===== src/rtl/uart_rx_engine.sv =====
// UART receive engine: 2-flop synchronised line, mid-bit sampling against baud_k,
// 7/8 data bits LSB first, optional parity, one stop bit, host-held result register.
module uart_rx_engine #(
    parameter int BAUD_W = 20
) (
    input  logic              clk,
    input  logic              rst,
    input  logic              rx,
    input  logic [BAUD_W-1:0] baud_k,
    input  logic              eight,
    input  logic              pen,
    input  logic              ohel,
    input  logic              read,
    output logic [7:0]        rx_data,
    output logic              rx_rdy,
    output logic              perr,
    output logic              ferr,
    output logic              ovf,
    output logic [2:0]        state_dbg
);

    typedef enum logic [2:0] {
        IDLE  = 3'd0,
        START = 3'd1,
        DATA  = 3'd2,
        PAR   = 3'd3,
        STOP  = 3'd4,
        DONE  = 3'd5
    } state_t;

    localparam logic [BAUD_W-1:0] ONE = BAUD_W'(1);

    state_t            state, state_n;
    logic              rx_s1, rxs;
    logic [BAUD_W-1:0] cnt, cnt_n, half;
    logic [3:0]        bitcnt, bitcnt_n, last_bit;
    logic [7:0]        shreg, shreg_n, frame_data;
    logic              pfail, pfail_n;
    logic              stop_bit, stop_bit_n;
    logic              tick, data_par;

    assign half       = baud_k >> 1;
    assign tick       = (cnt == '0);
    assign last_bit   = eight ? 4'd7 : 4'd6;
    // In 7-bit mode the last sample lands in bit 7, so the byte sits one place high.
    assign frame_data = eight ? shreg : {1'b0, shreg[7:1]};
    assign data_par   = ^frame_data;
    assign state_dbg  = state;

    always_ff @(posedge clk) begin
        if (!rst) begin
            rx_s1 <= 1'b1;
            rxs   <= 1'b1;
        end else begin
            rx_s1 <= rx;
            rxs   <= rx_s1;
        end
    end

    always_comb begin
        state_n    = state;
        cnt_n      = cnt;
        bitcnt_n   = bitcnt;
        shreg_n    = shreg;
        pfail_n    = pfail;
        stop_bit_n = stop_bit;
        case (state)
            IDLE: begin
                if (!rxs) begin
                    state_n  = START;
                    cnt_n    = half - ONE;
                    bitcnt_n = 4'd0;
                    pfail_n  = 1'b0;
                end
            end
            START: begin
                if (tick) begin
                    if (rxs) begin
                        state_n = IDLE;
                    end else begin
                        state_n = DATA;
                        cnt_n   = baud_k - ONE;
                    end
                end else begin
                    cnt_n = cnt - ONE;
                end
            end
            DATA: begin
                if (tick) begin
                    shreg_n  = {rxs, shreg[7:1]};
                    cnt_n    = baud_k - ONE;
                    bitcnt_n = bitcnt + 4'd1;
                    if (bitcnt == last_bit) begin
                        state_n = pen ? PAR : STOP;
                    end
                end else begin
                    cnt_n = cnt - ONE;
                end
            end
            PAR: begin
                if (tick) begin
                    pfail_n = (rxs != (data_par ^ ohel));
                    cnt_n   = baud_k - ONE;
                    state_n = STOP;
                end else begin
                    cnt_n = cnt - ONE;
                end
            end
            STOP: begin
                if (tick) begin
                    stop_bit_n = rxs;
                    state_n    = DONE;
                end else begin
                    cnt_n = cnt - ONE;
                end
            end
            DONE: begin
                state_n = IDLE;
            end
            default: begin
                state_n = IDLE;
            end
        endcase
    end

    always_ff @(posedge clk) begin
        if (!rst) begin
            state    <= IDLE;
            cnt      <= '0;
            bitcnt   <= 4'd0;
            shreg    <= 8'd0;
            pfail    <= 1'b0;
            stop_bit <= 1'b0;
            rx_data  <= 8'd0;
            rx_rdy   <= 1'b0;
            perr     <= 1'b0;
            ferr     <= 1'b0;
            ovf      <= 1'b0;
        end else begin
            state    <= state_n;
            cnt      <= cnt_n;
            bitcnt   <= bitcnt_n;
            shreg    <= shreg_n;
            pfail    <= pfail_n;
            stop_bit <= stop_bit_n;
            // A completing frame takes priority over a coincident host read.
            if (state == DONE) begin
                rx_data <= frame_data;
                perr    <= pen & pfail;
                ferr    <= ~stop_bit;
                ovf     <= rx_rdy & ~read;
                rx_rdy  <= 1'b1;
            end else if (read) begin
                rx_rdy <= 1'b0;
                ovf    <= 1'b0;
            end
        end
    end

endmodule


===== config.mk =====
export PLATFORM = sky130hd
export DESIGN_NAME = uart_rx_engine
export DESIGN_NICKNAME = d
export VERILOG_FILES = /design/src/rtl/uart_rx_engine.sv
export SDC_FILE = /design/constraint.sdc
export NUM_CORES = 1
export LEC_CHECK = 0
export CORE_MARGIN = 3
export CORE_UTILIZATION = 56
export DETAILED_ROUTE_END_ITERATION = 6
export MAX_ROUTING_LAYER = met4
export PLACE_DENSITY = 0.79
export RECOVER_POWER = 25
export SLEW_MARGIN = 20
export SYNTH_ARGS = -nofsm -noshare
export SYNTH_HDL_FRONTEND = slang
export SYNTH_SLANG_ARGS = --single-unit

===== constraint.sdc =====
create_clock -name clk -period 3 [get_ports clk]
set_clock_uncertainty 0.2 [all_clocks]
set_input_delay 0.6 -clock clk [delete_from_list [all_inputs] [get_ports clk]]
set_output_delay 0.6 -clock clk [all_outputs]
set_load 0.01 [all_outputs]

# Yosys cells after proc, flatten, opt, wreduce, memory -nomap -nowiden
# Index checks and enable logic that the tools add are counted.
# totals
reg_bits	51
input_bits	27
word_cells	77
# op_classes
addsub	4
n_eq_ne	15
muxes	26
bitwise	5
reduce_logical	14
# ops
cell	count
$mux W20	5
$pmux W20 S4	1
$sub A20 B1 Y20 const B	2
$mux W3	7
$logic_not A20 Y1	1
$sub A19 B1 Y20 const B	1
$pmux W3 S5	1
$ne A2 B2 Y1 const B	7
$mux W4	2
$mux W8	1
$pmux W4 S2	1
$reduce_xor A8 Y1	1
$eq A3 B2 Y1 const B	2
$eq A3 B3 Y1 const B	2
$mux W1	6
$reduce_and A3 Y1	2
$reduce_and A6 Y1	1
$reduce_bool A2 Y1	3
$add A4 B1 Y4 const B	1
$eq A4 B3 Y1	1
$reduce_and A2 Y1	2
$reduce_and A4 Y1	1
$reduce_bool A4 Y1	1
$eq A3 B1 Y1 const B	1
9 further kinds	11

# Depth between registers and ports, before layout
# Gate-level depths: netlist of the first run.
# depth
depth_word	6
ltp_mapped	9
ltp_nobuf	8

# Worst setup path after synthesis of the first run
# Ideal clock, no wire load.
# synth_path
path_kind	input to register
from	input baud_k[7]
to	register cnt[13]
t_arrival_ns	2.376
required_time_ns	2.678
path_slack_ns	0.302
stages	7
cell_sequence	buf_2 > or4_4 > or3_1 > o31ai_1 > a21oi_1 > o211a_1 > a311o_1
# synth_between
elab_chain_cells	4
# synth_rtl
element	line	text
from (decl)	9	input logic [BAUD_W-1:0] baud_k,
$sub A20 B1 Y20	82, 91, 103	
$mux W20	78	if (rxs) begin
$mux W20	77	if (tick) begin
$pmux W20 S4 *	67	case (state)
to (signal assigned)	141	cnt <= cnt_n;
to (decl)	35	logic [BAUD_W-1:0] cnt, cnt_n, half;
# Every way passes the cells marked *; elsewhere a longest branch is shown, timed or not. The select of a mux whose other input is x is not followed.
# A chain may end at the register's enable or synchronous reset.

# Worst setup path after layout of the first run
# layout_path
from	input baud_k[5]
to	register cnt[19]
# The elaborated chain is that of the path after synthesis.

==> results of run 1 <==
-- final timing paths --
check | start | end | slack (ns) | cells past startpoint
min | stop_bit | ferr | 0.23 | 1
max reg2reg | cnt[3] | shreg[7] | 0.33 | 6
min reg2reg | stop_bit | ferr | 0.23 | 1
max | baud_k[5] | cnt[19] | 0.11 | 7
-- layer usage --
layer	global-route usage, %	wire length [um]	up-vias
met5	-	0	-
met2	46.5	5030	181
met1	42.4	4940	1898
li1	-	-	1959
met4	8.65	320	0
met3	5.03	905	38
-- per-stage QoR --
stage | instances | util [%] | hold slack (ns) | setup TNS, ns | power [mW]
after global placement | 641 | 71.0 | 0.193 | -0.225 | 1.33
final | 649 | 72.3 | 0.231 | 0 | 1.79
after global routing | 649 | 72.3 | 0.275 | 0 | 1.86
after CTS | 649 | 72.5 | 0.227 | 0 | 1.77
after detailed placement | 641 | 71.0 | 0.210 | -0.425 | 1.34
after floorplan | 497 | - | 0.186 | 0 | 1.13
-- layout by cell type (no fill, tap or decap), types with 3 or more instances in the layout --
cell / count
nor4_1: 11
clkbuf_8: 5
clkdlybuf4s50_1: 31
or4_1: 6
o31ai_1: 4
o21ai_0: 24
nor4_4: 5
nand3b_1: 3
o22ai_1: 4
o21a_1: 3
a31oi_1: 5
nor3_1: 23
xnor2_1: 29
nor2_1: 48
o41ai_1: 3
dlygate4sd3_1: 10
or2_2: 7
or3_1: 10
nor3b_1: 6
ha_1: 4
a21oi_1: 40
nand3_1: 12
xor2_1: 18
a21o_1: 3
dfxtp_1: 51
a211oi_1: 14
nand2_1: 51
buf_4: 53
inv_1: 11
mux2i_1: 11
nand2b_1: 9
-- logic make-up after synthesis --
logic type      after synthesis  synth area share [%]
simple gates                213                  31.5
buf+inv                      41                  4.59
flops                        51                  26.7
compound gates              130                  22.2
fa+ha+maj                     4                  1.31
mux                          11                  2.88
xor+xnor                     47                  10.8
-- layout make-up --
| type | instances | share of cell area (%) |
|---|---|---|
| tap | 77 | 2.05 |
| inverter | 12 | 0.959 |
| clock inverter | 3 | 0.613 |
| multi-input combinational | 405 | 55.8 |
| timing repair buffer | 96 | 17.4 |
| sequential | 51 | 21.7 |
| clock buffer | 5 | 1.46 |
-- flip-flops by register name (all words and copies together), names as in the netlist --
register   count
ovf            1
ferr           1
state_dbg      3
rx_data        8
rx_s1          1
perr           1
rxs            1
cnt           20
rx_rdy         1
shreg          8
pfail          1
stop_bit       1
bitcnt         4
-- power breakdown --
part / switching, mW / internal, mW / leakage, nW
sequential: 0.0416 / 0.702 / 0.414
combinational: 0.343 / 0.256 / 1.19
clock: 0.269 / 0.174 / 0.0502
==> impl_metrics.toml, run 1 <==
[outcome]
status = "completed"

[sta]
finalWorstSetupSlack_ns = 0.113
hold_violations = 0
setup_viol = 0
fmax_ghz = 0.346
rsz0062_at_grt = "no"
timing.final.crit_share_pct = 96.2
worst_pin_slew_ns = 0.852
slew_viol_final = 0
finalCriticalPeriod_ns = 2.89
relSlewSlack_pct = 43.2

[logic_synthesis]
synth.area.top_cells = "dfxtp_1 27%, xnor2_1 6.7%, a21oi_1 5.2%, nand2_1 5.0%, nor2_1 4.7%"
synth_top_area_share_pct = 26.7
synthCells = 497
synth_nets = 528
mappedNetlistArea_um2 = 3820
synth_edf_count = 0
synth.avg_cell_area_um2 = 7.68
synth-seq-area-share_pct = 26.7
synth-async-reset-ratio_pct = 0
synth-main-ff-cell = "dfxtp_1"
synth-seq-cells = 51
yosys-top-cells-count = "51 x dfxtp_1, 51 x nand2_1, 48 x nor2_1"
ys_types = 69
synth_area_leader_cell = "dfxtp_1"
ys_warn_count = 0

[power_and_ir_drop]
power.density_nw_per_um2 = 380
ir_worst_vdd_mv = 0.291
p_leak_nw = 1.65

[routing]
drtIter0Drc = 416
vias = 4076
wl_per_cell_um = 17.2
routed_wl_mm = 11.2
drc = 0
via_per_inst = 6.28
antenna_left = 0
drtPass1Iterations = 5

[critical_path]
start_kind = "input port"
required_ns = 3.08
critPathBufInv = 1
crit_family = "simple AND/OR/NAND/NOR gates"
slowest_delay_ns = 0.60
end_kind = "register"
cp_cell_sequence = "clkdlybuf4s50_1, or4_1, nor4_2, or4b_1, a21boi_0, o21ai_1, o221a_1"
critical_path_class = "in -> reg"
crit_fanout = 2
cp_slowest_cell = "or4_1"
crit_arrival_ns = 2.97

[clock_tree]
cts_tree = "built"
cts.sinks = 51
clock_latency_ns = 0.32
root_buffer = "clkbuf_8"
cts_setup_buffers = 0
ctsHtreeMaxLevel = 2
clk_pin_slew_ns = 0.11
cts_hold_buf = 0
cts_buffers = 5
cts_resized = 0
clockBufferDepth = 2

[grt]
grt_pass1_vias = 3688
grt_max_degree = 27
antenna_found_initial = 0
grtUsageTotal_pct = 30.7
grt_overflow_total = 0
grt_pass1_wl_mm = 18.3

[placement]
preCtsSetupSlack_ns = -0.164
placed_area_um2 = 4610
port_buffers = 41
gp_congestion = 1.04
place_hpwl_mm = 8.54

[layout]
area.sequential_um2 = 1020
drive_above_1_share_pct = 14.7
nNetsFinal = 602
num_antenna_cells = 0
finalInstanceArea_um2 = 4700
multi_input_area_um2 = 2620
fillerInstances = 524
area_growth_pct = 23.0

[flow_run]
max_cap_violations = 0

[floorplanning]
ios = 42
die_h_um = 88.6
start_util_pct = 58.8
rows = 29
coreArea_um2 = 6490
dieWidth_um = 88.6
dieArea_um2 = 7850

[hold_path]
min_path_type = "reg -> reg"
Note: power is estimated with default switching activity, not from simulation.
==> inputs of run 2 (changes only) <==
Settings changed: REMOVE_ABC_BUFFERS set to 1.
==> run 2 against run 1 <==
Compared with the run above: total power fell by 1.3%; die area did not move; clock power fell by 2%; combinational power fell by 3%; core utilization fell by 0.64 points; highest routed layer unchanged.
==> impl_metrics.toml, run 2 (synthesized netlist as in run 1, its figures left out) <==
[layout]
top_regs = "cnt x20, rx_data x8, shreg x8"
fillerInstances = 549
largest_register_ffs = 20
fin_cells = 644
num_antenna_cells = 0
area_growth_pct = 22.0
nNetsFinal = 597
finalInstanceArea_um2 = 4660
largest-register = "cnt"
drive_above_1_share_pct = 13.8
final_cell_mix = "51 x nand2_1, 51 x dfxtp_1, 48 x nor2_1"

[placement]
place_hpwl_mm = 8.53
port_buffers = 41
gp_congestion = 1.05
place_inst = 636
placed_area_um2 = 4580

[clock_tree]
cts_hold_buf = 0
clock_latency_ns = 0.31
cts.sinks = 51
clk_pin_slew_ns = 0.11
cts_setup_buffers = 0
cts_buffers = 5
cts_resized = 0
cts_tree = "built"
root_buffer = "clkbuf_8"
clockBufferDepth = 2
ctsHtreeMaxLevel = 2

[routing]
drtIter0Drc = 320
drtPass1Iterations = 6
antenna_left = 0
drc = 0
via_per_inst = 6.24
routed_wl_mm = 11.0
vias = 4018
wl_per_cell_um = 17.0

[sta]
worst_pin_slew_ns = 0.901
hold_violations = 0
slew_viol_final = 0
timing.final.crit_share_pct = 95.1
rsz0062_at_grt = "no"
fmax_ghz = 0.350
relSlewSlack_pct = 39.9
holdWs_ns = 0.231
finalCriticalPeriod_ns = 2.85
setup_viol = 0

[critical_path]
required_ns = 3.01
start_kind = "input port"
ff2ff_path_depth = 6
critical_path_class = "in -> reg"
end_kind = "register"
crit_arrival_ns = 2.86
crit_fanout = 6

[floorplanning]
coreArea_um2 = 6490
rows = 29
die_h_um = 88.6
start_util_pct = 58.8
dieWidth_um = 88.6
ios = 42
dieArea_um2 = 7850

[power_and_ir_drop]
p_leak_nw = 1.60
power.density_nw_per_um2 = 378
power.total_mw = 1.76
ir_worst_vdd_mv = 0.512

[outcome]
status = "completed"

[hold_path]
min_path_type = "reg -> reg"
hold_path_depth = 1

[grt]
antenna_found_initial = 0
grt_pass1_wl_mm = 17.8
grt_max_degree = 23
grt_pass1_vias = 3745
grt_overflow_total = 0
grtUsageTotal_pct = 29.7

[flow_run]
max_cap_violations = 0
## run 2: cell types whose count changed in the layout (fill, tap and decap cells not counted)
cell	previous run	this run
clkdlybuf4s50_1	31	38
dlygate4sd3_1	10	3
buf_4	53	47
clkbuf_1	2	3
## run 2: final cells by class
cell class	count	area (um2)	share of cell area, %
tap	77	96.3	2.07
sequential	51	1020	21.9
timing repair buffer	91	774	16.6
clock inverter	3	28.8	0.618
clock buffer	5	68.8	1.48
multi-input combinational	405	2620	56.3
inverter	12	45.0	0.967
## run 2: path summary, 6_finish.rpt
check	startpoint	end	slack, ns
worst min register to register	rx_s1	rxs	0.23
worst min-delay path	rx_s1	rxs	0.23
worst max register to register	cnt[2]	shreg[3]	0.23
worst max-delay path	baud_k[10]	cnt[13]	0.15
## run 2: worst max-delay path, cell delays in order
cell             delay, ns
clkdlybuf4s50_1       0.44
or4_4                 0.57
or3_1                 0.41
o31ai_1               0.22
a21oi_1               0.10
o211a_1               0.25
a311o_1               0.27
## run 2: layer usage
layer  share of wire [%]  track usage, %  vias to the layer above
met1                  44            39.7                     1871
met5                   0               -                        -
met2                  46            45.8                      174
li1                    -               -                     1953
met4                 1.5            7.42                        0
met3                 8.9            6.24                       20
## run 2: report_power, final
group	internal [mW]	switching [mW]	leakage [nW]	total, mW
Combinational	0.245	0.337	1.13	0.582
Clock	0.174	0.263	0.0502	0.436
Sequential	0.702	0.0418	0.414	0.744
## run 2: stage by stage
step / util, % / TNS, ns / setup WS (ns)
after global routing: 71.7 / 0 / 0.0535
final: 71.7 / 0 / 0.146
after CTS: 72.0 / 0 / 0.156
after floorplan: - / 0 / 0.314
after detailed placement: 70.4 / -0.541 / -0.174
after global placement: 70.4 / -0.218 / -0.102
==> inputs of run 3 (changes only) <==
Settings changed: GPL_ROUTABILITY_DRIVEN set to 0.
==> run 3 against run 2 <==
Compared with the run above: the flow now finishes with violations (design-rule violations); worst hold slack lost 0.015 ns; setup slack got worse by 0.0088 ns; sequential power is essentially flat; maximum frequency is 0.31% lower; design area about the same; die area unchanged; critical path type unchanged; first-iteration DRC count increased by 26%.
==> impl_metrics.toml, run 3 (synthesized netlist as in run 1, its figures left out) <==
[sta]
worst_pin_slew_ns = 1.02
setup_viol = 0
timing.final.crit_share_pct = 95.4
hold_violations = 0
rsz0062_at_grt = "no"
finalCriticalPeriod_ns = 2.86
relSlewSlack_pct = 32.3
fmax_ghz = 0.349
holdWs_ns = 0.216
slew_viol_final = 0
finalSetupTns_ns = 0

[floorplanning]
dieWidth_um = 88.6
rows = 29
ios = 42
dieArea_um2 = 7850
coreArea_um2 = 6490
start_util_pct = 58.8
die_h_um = 88.6

[power_and_ir_drop]
ir_worst_vdd_mv = 0.257
p_leak_nw = 1.60
power.density_nw_per_um2 = 381
p_seq_share_pct = 41.9
p_int_mw = 1.14
power_frac_comb_pct = 33.6
p_clk_share_pct = 24.6
swShare_pct = 35.6
netSwitchingPower_mw = 0.631

[layout]
num_antenna_cells = 0
area_growth_pct = 22.0
fillerInstances = 532
top_regs = "cnt x20, rx_data x8, shreg x8"
final_cell_mix = "51 x nand2_1, 51 x dfxtp_1, 48 x nor2_1"
largest_register_ffs = 20
drive_above_1_share_pct = 13.8
nNetsFinal = 597
largest-register = "cnt"

[outcome]
status = "finished with violations"
violations = "design-rule violations"

[grt]
antenna_found_initial = 0
grtUsageTotal_pct = 30.3
grt_pass1_wl_mm = 18.1
grt_overflow_total = 0
grt_pass1_vias = 3789
grt_max_degree = 23

[critical_path]
required_ns = 3.00
cp_cell_sequence = "clkdlybuf4s50_1, or4_4, or3_1, o41ai_1, o21ai_0, a211oi_1, o21bai_1"
crit_fanout = 6
slowest_delay_ns = 0.57
start_kind = "input port"
critical_path_class = "in -> reg"
cp_slowest_cell = "or4_4"
crit_family = "simple AND/OR/NAND/NOR gates"
crit_arrival_ns = 2.87
critPathBufInv = 1
end_kind = "register"

[routing]
wl_per_cell_um = 17.4
drtIter0Drc = 403
drc = 10
routed_wl_mm = 11.2
drtPass1Iterations = 7
via_per_inst = 6.38
vias = 4110
antenna_left = 0

[clock_tree]
clock_latency_ns = 0.31
cts_setup_buffers = 0
root_buffer = "clkbuf_8"
cts_buffers = 5
cts_hold_buf = 0
clk_pin_slew_ns = 0.10
cts.sinks = 51
ctsHtreeMaxLevel = 2
cts_resized = 0
cts_tree = "built"
clockBufferDepth = 2

[hold_path]
min_path_type = "reg -> reg"

[placement]
port_buffers = 41
place_hpwl_mm = 8.66

[flow_run]
max_cap_violations = 0
-- run 3: cell types whose count changed in the layout (fill, tap and decap cells not counted), sizes merged --
cell,previous run,this run
clkdlybuf4s50,38,36
clkinv,3,2
clkbuf,8,9
inv,12,11
dlygate4sd3,3,5
clkinvlp,0,1
-- run 3: through the flow --
stage	area (um2)	util, %	instances	power [mW]	setup WS (ns)
after global placement	4580	70.4	636	1.32	-0.101
after global routing	4660	71.7	644	1.85	0.0645
after CTS	4670	72.0	644	1.76	0.175
after detailed placement	4580	70.4	636	1.33	-0.150
final	4660	71.7	644	1.77	0.137
after floorplan	3690	-	468	1.10	0.314
-- run 3: power groups by stage --
stage	registers (mW)	logic, mW	clock network, mW
final	0.743	0.595	0.436
after global routing	0.748	0.640	0.465
after global placement	0.756	0.563	0
after floorplan	0.751	0.350	0
after CTS	0.741	0.580	0.440
after detailed placement	0.757	0.577	0
-- run 3: worst paths after layout --
check,from,depth (start not counted),slack (ns),to
worst max-delay path,baud_k[10],7,0.14,cnt[15]
worst min register to register,rx_s1,1,0.22,rxs
worst min-delay path,rx_s1,1,0.22,rxs
worst max register to register,cnt[12],6,0.29,shreg[1]
-- run 3: final cells by class --
type                       instances  area (um2)  share of cell area (%)
multi-input combinational        405        2620                    56.3
sequential                        51        1020                    21.9
timing repair buffer              91         774                    16.6
tap                               77        96.3                    2.07
clock buffer                       6        82.6                    1.77
inverter                          12        45.0                   0.967
clock inverter                     2        16.3                   0.349
-- run 3: per-layer routing --
| metal | vias to the layer above | track usage [%] | wire length [um] |
|---|---|---|---|
| met5 | - | - | 0 |
| met4 | 0 | 12.4 | 323 |
| met3 | 41 | 5.68 | 979 |
| met2 | 232 | 46.0 | 5160 |
| met1 | 1882 | 39.8 | 4770 |
| li1 | 1955 | - | - |
